File: src/rtl/vga_pkg.sv
// vga_pkg: shared constants and types for the frame buffer read-side path.
//   - nominal 640x480@60 totals and the last linear pixel address
//   - frame buffer address / data widths and the RGB444 field positions
//   - vga_tap_t: one stage-0 timing sample carried down the latency delay line
package vga_pkg;

  localparam int H_TOTAL      = 800;
  localparam int V_TOTAL      = 525;
  localparam int FRAME_PIXELS = 307199;   // last linear address of a 640x480 frame

  localparam int ADDR_W = 19;
  localparam int RGB_W  = 12;

  localparam int R_HI = 11;
  localparam int R_LO = 8;
  localparam int G_HI = 7;
  localparam int G_LO = 4;
  localparam int B_HI = 3;
  localparam int B_LO = 0;

  typedef struct packed {
    logic active;
    logic hs;
    logic vs;
    logic first;
  } vga_tap_t;

  // Blank pixel with both syncs deasserted (high).
  localparam vga_tap_t TAP_IDLE = '{active: 1'b0, hs: 1'b1, vs: 1'b1, first: 1'b0};

  function automatic logic [3:0] rgb_r(input logic [RGB_W-1:0] w);
    return w[R_HI:R_LO];
  endfunction

  function automatic logic [3:0] rgb_g(input logic [RGB_W-1:0] w);
    return w[G_HI:G_LO];
  endfunction

  function automatic logic [3:0] rgb_b(input logic [RGB_W-1:0] w);
    return w[B_HI:B_LO];
  endfunction

endpackage

File: src/rtl/vga_timing_gen.sv
// vga_timing_gen: stage-0 raster counters.
// Ports:
//   clk_read, rst_n  pixel clock, async active-low reset
//   go               scan running; when low both counters are held at 0
//   active           current position is a visible pixel
//   hs0, vs0         raw syncs, active low
//   first_px         position (0,0)
//   last_px          last visible pixel of the frame
//   frame_end        last position of the frame (h and v both at their totals-1)
module vga_timing_gen
  import vga_pkg::*;
#(
  parameter int H_ACTIVE = 640,
  parameter int H_FP     = 16,
  parameter int H_SYNC   = 96,
  parameter int H_BP     = 48,
  parameter int V_ACTIVE = 480,
  parameter int V_FP     = 10,
  parameter int V_SYNC   = 2,
  parameter int V_BP     = 33
) (
  input  logic clk_read,
  input  logic rst_n,
  input  logic go,
  output logic active,
  output logic hs0,
  output logic vs0,
  output logic first_px,
  output logic last_px,
  output logic frame_end
);

  localparam int H_TOT = H_ACTIVE + H_FP + H_SYNC + H_BP;
  localparam int V_TOT = V_ACTIVE + V_FP + V_SYNC + V_BP;
  localparam int H_W   = $clog2(H_TOT);
  localparam int V_W   = $clog2(V_TOT);

  localparam logic [H_W-1:0] H_LAST     = H_W'(H_TOT - 1);
  localparam logic [V_W-1:0] V_LAST     = V_W'(V_TOT - 1);
  localparam logic [H_W-1:0] H_ACT      = H_W'(H_ACTIVE);
  localparam logic [V_W-1:0] V_ACT      = V_W'(V_ACTIVE);
  localparam logic [H_W-1:0] H_ACT_LAST = H_W'(H_ACTIVE - 1);
  localparam logic [V_W-1:0] V_ACT_LAST = V_W'(V_ACTIVE - 1);
  localparam logic [H_W-1:0] HS_FIRST   = H_W'(H_ACTIVE + H_FP);
  localparam logic [H_W-1:0] HS_LAST    = H_W'(H_ACTIVE + H_FP + H_SYNC - 1);
  localparam logic [V_W-1:0] VS_FIRST   = V_W'(V_ACTIVE + V_FP);
  localparam logic [V_W-1:0] VS_LAST    = V_W'(V_ACTIVE + V_FP + V_SYNC - 1);

  logic [H_W-1:0] h_cnt;
  logic [V_W-1:0] v_cnt;

  always_ff @(posedge clk_read or negedge rst_n) begin
    if (!rst_n) begin
      h_cnt <= '0;
      v_cnt <= '0;
    end else if (!go) begin
      h_cnt <= '0;
      v_cnt <= '0;
    end else if (h_cnt == H_LAST) begin
      h_cnt <= '0;
      v_cnt <= (v_cnt == V_LAST) ? '0 : v_cnt + 1'b1;
    end else begin
      h_cnt <= h_cnt + 1'b1;
    end
  end

  assign active    = (h_cnt < H_ACT) && (v_cnt < V_ACT);
  assign hs0       = !((h_cnt >= HS_FIRST) && (h_cnt <= HS_LAST));
  assign vs0       = !((v_cnt >= VS_FIRST) && (v_cnt <= VS_LAST));
  assign first_px  = (h_cnt == '0) && (v_cnt == '0);
  assign last_px   = (h_cnt == H_ACT_LAST) && (v_cnt == V_ACT_LAST);
  assign frame_end = (h_cnt == H_LAST) && (v_cnt == V_LAST);

endmodule

File: src/rtl/frame_reader.sv
// frame_reader: frame buffer read sequencer and VGA output stage.
// Ports:
//   clk_read, rst_n        pixel clock, async active-low reset
//   enable                 run scan-out; low = idle, blank, syncs high
//   read_data              frame buffer word {R,G,B}, MEM_LATENCY cycles after read_en
//   read_en, read_addr     frame buffer read port (linear pixel address)
//   vga_hsync, vga_vsync   active-low syncs
//   vga_r/g/b, vga_de      colour (zero in blanking) and data enable
//   frame_start            one-cycle pulse with pixel (0,0) on the pins
// Requires MEM_LATENCY >= 1.
module frame_reader
  import vga_pkg::*;
#(
  parameter int H_ACTIVE    = 640,
  parameter int H_FP        = 16,
  parameter int H_SYNC      = 96,
  parameter int H_BP        = 48,
  parameter int V_ACTIVE    = 480,
  parameter int V_FP        = 10,
  parameter int V_SYNC      = 2,
  parameter int V_BP        = 33,
  parameter int MEM_LATENCY = 1
) (
  input  logic              clk_read,
  input  logic              rst_n,
  input  logic              enable,
  input  logic [RGB_W-1:0]  read_data,
  output logic              read_en,
  output logic [ADDR_W-1:0] read_addr,
  output logic              vga_hsync,
  output logic              vga_vsync,
  output logic [3:0]        vga_r,
  output logic [3:0]        vga_g,
  output logic [3:0]        vga_b,
  output logic              vga_de,
  output logic              frame_start
);

  logic run_q;
  logic go;
  logic active, hs0, vs0, first_px, last_px, frame_end;

  logic [ADDR_W-1:0] addr_q;
  vga_tap_t          tap0;
  vga_tap_t          dly_q [MEM_LATENCY+1];
  logic [RGB_W-1:0]  rgb_q;

  // run_q delays a rising enable by one edge so the counters are guaranteed
  // to sit at (0,0) before the first read; a falling enable stops reads at once.
  always_ff @(posedge clk_read or negedge rst_n) begin
    if (!rst_n) run_q <= 1'b0;
    else        run_q <= enable;
  end

  assign go = run_q && enable;

  vga_timing_gen #(
    .H_ACTIVE (H_ACTIVE),
    .H_FP     (H_FP),
    .H_SYNC   (H_SYNC),
    .H_BP     (H_BP),
    .V_ACTIVE (V_ACTIVE),
    .V_FP     (V_FP),
    .V_SYNC   (V_SYNC),
    .V_BP     (V_BP)
  ) u_timing (
    .clk_read  (clk_read),
    .rst_n     (rst_n),
    .go        (go),
    .active    (active),
    .hs0       (hs0),
    .vs0       (vs0),
    .first_px  (first_px),
    .last_px   (last_px),
    .frame_end (frame_end)
  );

  // Linear address: steps after every visible pixel except the last one of
  // the frame, so it parks on the final address through vertical blanking.
  always_ff @(posedge clk_read or negedge rst_n) begin
    if (!rst_n) begin
      addr_q <= '0;
    end else if (!go) begin
      addr_q <= '0;
    end else if (active && !last_px) begin
      addr_q <= addr_q + 1'b1;
    end else if (frame_end) begin
      addr_q <= '0;
    end
  end

  assign read_en   = go && active;
  assign read_addr = addr_q;

  always_comb begin
    tap0 = TAP_IDLE;
    if (go) begin
      tap0.active = active;
      tap0.hs     = hs0;
      tap0.vs     = vs0;
      tap0.first  = first_px;
    end
  end

  // dly_q[k] holds the stage-0 sample from k+1 cycles ago. read_data arriving
  // now belongs to dly_q[MEM_LATENCY-1]; the pins read dly_q[MEM_LATENCY],
  // which lines up with rgb_q one edge later.
  always_ff @(posedge clk_read or negedge rst_n) begin
    if (!rst_n) begin
      for (int i = 0; i <= MEM_LATENCY; i++) dly_q[i] <= TAP_IDLE;
      rgb_q <= '0;
    end else begin
      dly_q[0] <= tap0;
      for (int i = 1; i <= MEM_LATENCY; i++) dly_q[i] <= dly_q[i-1];
      rgb_q <= dly_q[MEM_LATENCY-1].active ? read_data : '0;
    end
  end

  assign vga_de      = dly_q[MEM_LATENCY].active;
  assign vga_hsync   = dly_q[MEM_LATENCY].hs;
  assign vga_vsync   = dly_q[MEM_LATENCY].vs;
  assign frame_start = dly_q[MEM_LATENCY].first;
  assign vga_r       = rgb_r(rgb_q);
  assign vga_g       = rgb_g(rgb_q);
  assign vga_b       = rgb_b(rgb_q);

endmodule

File: config.mk
export PLATFORM = sky130hd
export DESIGN_NAME = frame_reader
export DESIGN_NICKNAME = d
export VERILOG_FILES = /design/src/rtl/vga_pkg.sv /design/src/rtl/vga_timing_gen.sv /design/src/rtl/frame_reader.sv
export SDC_FILE = /design/constraint.sdc
export NUM_CORES = 1
export LEC_CHECK = 0
export ABC_CLOCK_PERIOD_IN_PS = 5500
export BUFFER_PORTS_ARGS = -buffer_cell sky130_fd_sc_hd__buf_4
export CAP_MARGIN = 20
export CORE_ASPECT_RATIO = 0.9
export CORE_MARGIN = 2
export CORE_UTILIZATION = 45
export CTS_CLUSTER_SIZE = 28
export DETAILED_ROUTE_END_ITERATION = 16
export PLACE_DENSITY_LB_ADDON = 0.12
export SLEW_MARGIN = 20
export SYNTH_ARGS = -nofsm -noshare
export SYNTH_HDL_FRONTEND = slang
export SYNTH_SLANG_ARGS = --single-unit
File: constraint.sdc
create_clock -name clk_read -period 5.5 [get_ports clk_read]
set_input_delay 0.275 -clock clk_read [delete_from_list [all_inputs] [get_ports clk_read]]
set_output_delay 0.275 -clock clk_read [all_outputs]
set_load 0.01 [all_outputs]
== After elaboration in Yosys (flattened, before gate mapping) ==
Index checks and enable logic that the tools add are counted.

* Register bits: 60
* Input port bits: 15
* Output and inout bits: 36
* Word-level logic and storage cells: 52

* $add $sub $neg: 3
* Order comparisons: 6
* Equality and inequality tests: 6
* Mux-type cells: 10
* Reductions and logical operators: 14

{| class="wikitable"
|+ Operators by type and width
! cell !! number
|-
| 19-bit two-way mux || 3
|-
| 10-bit two-way mux || 5
|-
| 10-bit == test, second input constant || 3
|-
| 10-bit by 1-bit adder with 10-bit output, second input constant || 2
|-
| 10-bit logical NOT || 2
|-
| 19-bit by 1-bit adder with 19-bit output, second input constant || 1
|-
| 12-bit two-way mux || 1
|-
| 10-bit by 9-bit == test with 1-bit output, second input constant || 1
|-
| 10-bit greater-or-equal comparator, second input constant || 1
|-
| 10-bit by 9-bit greater-or-equal comparator with 1-bit output, second input constant || 1
|-
| 10-bit less-or-equal comparator, second input constant || 1
|-
| 10-bit by 9-bit less-or-equal comparator with 1-bit output, second input constant || 1
|-
| 10-bit < comparator, second input constant || 1
|-
| 10-bit by 9-bit < comparator with 1-bit output, second input constant || 1
|-
| 1-bit logical AND || 9
|-
| 4-bit two-way mux || 1
|-
| 1-bit logical NOT || 3
|-
| 3-bit by 1-bit inequality test with 1-bit output, second input constant || 1
|-
| 2-bit by 1-bit inequality test with 1-bit output, second input constant || 1
|}

== Depth between registers and ports, before layout ==
* Word-level depth: 6
* Mapped depth: 9
* Mapped depth without buffers: 7

== Cells and area by module ==
From an unflattened synthesis, not the netlist that was laid out.

* Cell total of the unflattened synthesis: 295
* Area total of the unflattened synthesis: 3002.9 µm²

{| class="wikitable"
|+ Modules (own cells, without submodules)
! module !! times used !! cells each !! area an instance (µm²)
|-
| frame_reader || 1 || 162 || 1806.7
|-
| vga_timing_gen || 1 || 133 || 1196.1
|}

== Worst setup path before layout ==
No wires, ideal clock.

* Path type: register to register
* From: reg u_timing.v_cnt[0]
* To: reg addr_q[16] (netlist: read_addr[16])
* Library setup time: 0.126 ns
* Data arrival time: 2.278 ns
* Setup slack: 3.096 ns
* Cell stages (with the launch flop): 9
* Buffers on the path: 1
* Period minus slack after synthesis: 2.404 ns
* Cells stage by stage: dfrtp_1 inv_1 ha_1 or4b_4 nor4_4 a21oi_2 and2_4 buf_6 a221o_1

* Word-level cells in the longest chain between the ends: 6
* Elaborated cells on any way between the ends: 11
* Classes of those cells: order compare: 1; eq/ne: 3; mux: 2; reduce/logical: 5

{| class="wikitable"
|+ RTL lines
! element !! RTL line !! RTL
|-
| start, declared || vga_timing_gen.sv:50 || <nowiki>logic [V_W-1:0] v_cnt;</nowiki>
|-
| start signal, assigned || vga_timing_gen.sv:61 || <nowiki>v_cnt <= (v_cnt == V_LAST) ? '0 : v_cnt + 1'b1;</nowiki>
|-
| parallel branches: the longest is 6 deep, another holds 10-bit by 9-bit < comparator with 1-bit output || - ||
|-
| end signal, assigned || frame_reader.sv:86 || <nowiki>addr_q <= addr_q + 1'b1;</nowiki>
|-
| end, declared || frame_reader.sv:43 || <nowiki>logic [ADDR_W-1:0] addr_q;</nowiki>
|}

Several ways; the timed one is not identified.
A chain may end at the register's enable or synchronous reset.

== Final worst setup path ==
* From: reg u_timing.v_cnt[0]
* To: reg addr_q[13] (netlist: read_addr[13])

Same word-level chain as after synthesis.

==> flow_summary.ini <==
[synth]
synth_top_area_share_pct = 47.7
synth.most_common_cell = dfrtp_1
syn_inst = 292
synth-seq-cells = 60
yosysWarningCount = 0
synth_area_leaders = dfrtp_1, nor2_1, dfstp_2, and3_1, and2_1
ys_types = 52
synthArstFlopShare_pct = 100
syn_nets = 313
synth_common_cells = dfrtp_1, nor2_1, nand2_1
synthFlopType = dfrtp_1
syn_area_per_cell_um2 = 10.1
netlist_area_um2 = 2940
synth-edff-count = 0
yosys.area.top_type = dfrtp_1
synth-seq-area-share_pct = 51.3

[timing]
relSlewSlack_pct = 49.3
setup_tns_ns = 0
finalCriticalPeriod_ns = 2.60
finalClockSkew_ns = 0.0106
finalHoldViolations = 0
finalCritPeriodShare_pct = 47.3
fmax_mhz = 384
maxSlewViolCount = 0
setup_viol = 0
worst_slew_pin_slew_ns = 0.754
rsz0062_at_grt = false

[global_routing]
grt_usage_pct = 19.5
grt_pass1_vias = 2220
grt_pass1_wl_mm = 10.8
grt_max_degree = 61
gr-total-overflow = 0
antenna_found_initial = 0

[placement]
dp_cells = 417
dpl_cell_area_um2 = 3370
place_congestion = 0.807
post-dp-hpwl_mm = 4.32
port_buffers = 50

[power]
power_frac_seq_pct = 47.4
peakVddDrop_mv = 0.189
p_sw_w = 0.000196
clkPwrFrac_pct = 48.1
swShare_pct = 20.5
total_power_w = 0.000953
powerDensity_nw_per_um2 = 265
p_int_w = 0.000758
comb_power_share_pct = 4.5
leakage_nw = 1.72

[worst_setup_path]
cp.arrival_ns = 2.81
regToRegSetupSlack_ns = 2.90
worstSetupStartpointType = flip-flop
crit_type = reg -> reg
critPathCaptureType = flip-flop
cp.required_ns = 5.71
crit_fanout = 13

[cts]
clk_latency_ns = 0.33
ctsResizeCount = 0
cts_setup_buffers = 0
clockRootBuffer = clkbuf_8
cts_max_level = 3
cts_sinks = 60
ctsHoldBuffers = 0
max-clock-path-buffers = 2
cts_tree = yes
cts_inserted_buffers = 9
clk_pin_slew_ns = 0.06

[route]
drtIter0Drc = 187
vias_per_cell = 5.45
dr.pass1.iters = 4
antenna_left = 0
wirelength_mm = 6.45
avgRoutedWirePerCell_um = 14.9
drc_errors = 0
vias = 2362

[final_layout]
ff_latch_area_um2 = 1510
fill_cells = 570
fin_nets = 362
fin_cells = 433
drive_above_1_share_pct = 24.3
area_growth_pct = 22.6
finish.utilization_pct = 58.0
final_area_um2 = 3600
antenna_cells = 0
multi_input_area_um2 = 1320

[run_status]
run_status = completed

[die]
fp.coreArea_um2 = 6220
start_util_pct = 47.3
rows = 27
fp.dieH_um = 80.7
ios = 51
die-area_um2 = 7190
chipWidth_um = 89.2

[job]
drv_cap = 0

[worst_hold_path]
hp-class = in -> async
-- power groups by stage --
stage	Clock, W	Sequential (W)	Combinational, W
after floorplan	0	0.000462	0.0000133
after global placement	0	0.000460	0.0000437
after detailed placement	0	0.000460	0.0000441
after CTS	0.000467	0.000452	0.0000442
after global routing	0.000487	0.000453	0.0000487
final	0.000459	0.000452	0.0000429
-- cell families (layout without fill, tap and decap cells) --
| family | count (synthesis) | in the layout | share of synthesized area, % |
|---|---|---|---|
| flip-flops | 60 | 60 | 51.3 |
| AND/OR/NAND/NOR | 139 | 139 | 27.1 |
| multiplexers | 3 | 3 | 1.06 |
| adder cells (fa/ha/maj) | 6 | 6 | 2.55 |
| XOR/XNOR | 9 | 9 | 2.68 |
| buffers and inverters | 25 | 79 | 3.79 |
| AO/OA/AOI/OAI | 50 | 50 | 11.5 |
-- cell usage in the layout, fill, tap and decap left out, types with 12 or more instances in the layout --
| master | count |
|---|---|
| dfrtp_1 | 56 |
| nand2_1 | 19 |
| buf_4 | 52 |
| a21oi_1 | 14 |
| nand4_1 | 12 |
| clkbuf_8 | 12 |
| and3_1 | 15 |
| and2_1 | 13 |
| nand3_1 | 14 |
| nor2_1 | 30 |
-- cell type report --
cell class,count,area share (%)
repair buffers,52,10.8
clock buffers,12,4.58
multi-input cells,207,36.7
clock inverters,4,1.94
inverters,11,1.15
flip-flops and latches,60,41.8
well taps,87,3.02
-- per-layer routing --
metal / track usage (%) / wire length (um) / up-vias
li1: - / - / 1161
met1: 27.5 / 3220 / 1117
met2: 29.6 / 2770 / 73
met3: 3.80 / 366 / 11
met4: 7.16 / 98 / 0
met5: 0 / 0 / -
-- stage by stage --
step	setup slack [ns]	hold WS, ns
2_1_floorplan	3.10	-0.0206
3_3_place_gp	2.97	0.334
3_5_place_dp	2.93	0.336
4_1_cts	2.90	0.0360
5_1_grt	2.78	0.0584
6_report	2.90	0.00804
-- path summary, 6_finish.rpt --
kind	startpoint	end	depth (start not counted)
max in group asynchronous	rst_n	u_timing.v_cnt[0]$_DFFE_PN0P_	1
max reg2reg	u_timing.v_cnt[0]$_DFFE_PN0P_	read_addr[13]$_DFFE_PN0P_	7
min in group clk_read	enable	run_q$_DFF_PN0_	1
max	u_timing.v_cnt[0]$_DFFE_PN0P_	read_addr[13]$_DFFE_PN0P_	7
min reg2reg	dly_q[4]$_DFF_PN0_	frame_start$_DFF_PN0_	0
min	rst_n	rgb_q[4]$_DFF_PN0_	1
-- state kept, by name (all words and copies together) (netlist names) --
name and flops:
dly_q 4, frame_start 1, read_addr 19, rgb_q 12, run_q 1, u_timing.h_cnt 10
u_timing.v_cnt 10, vga_de 1, vga_hsync 1, vga_vsync 1
-- worst max-delay path: stages, from the launching register on --
cell     delay (ns)
dfrtp_1        0.42
inv_1          0.14
ha_1           0.15
or4b_4         0.47
nor4_4         0.51
a21oi_2        0.16
and2_4         0.25
a221o_2        0.38
No activity file was read; power rests on OpenSTA's default activity.
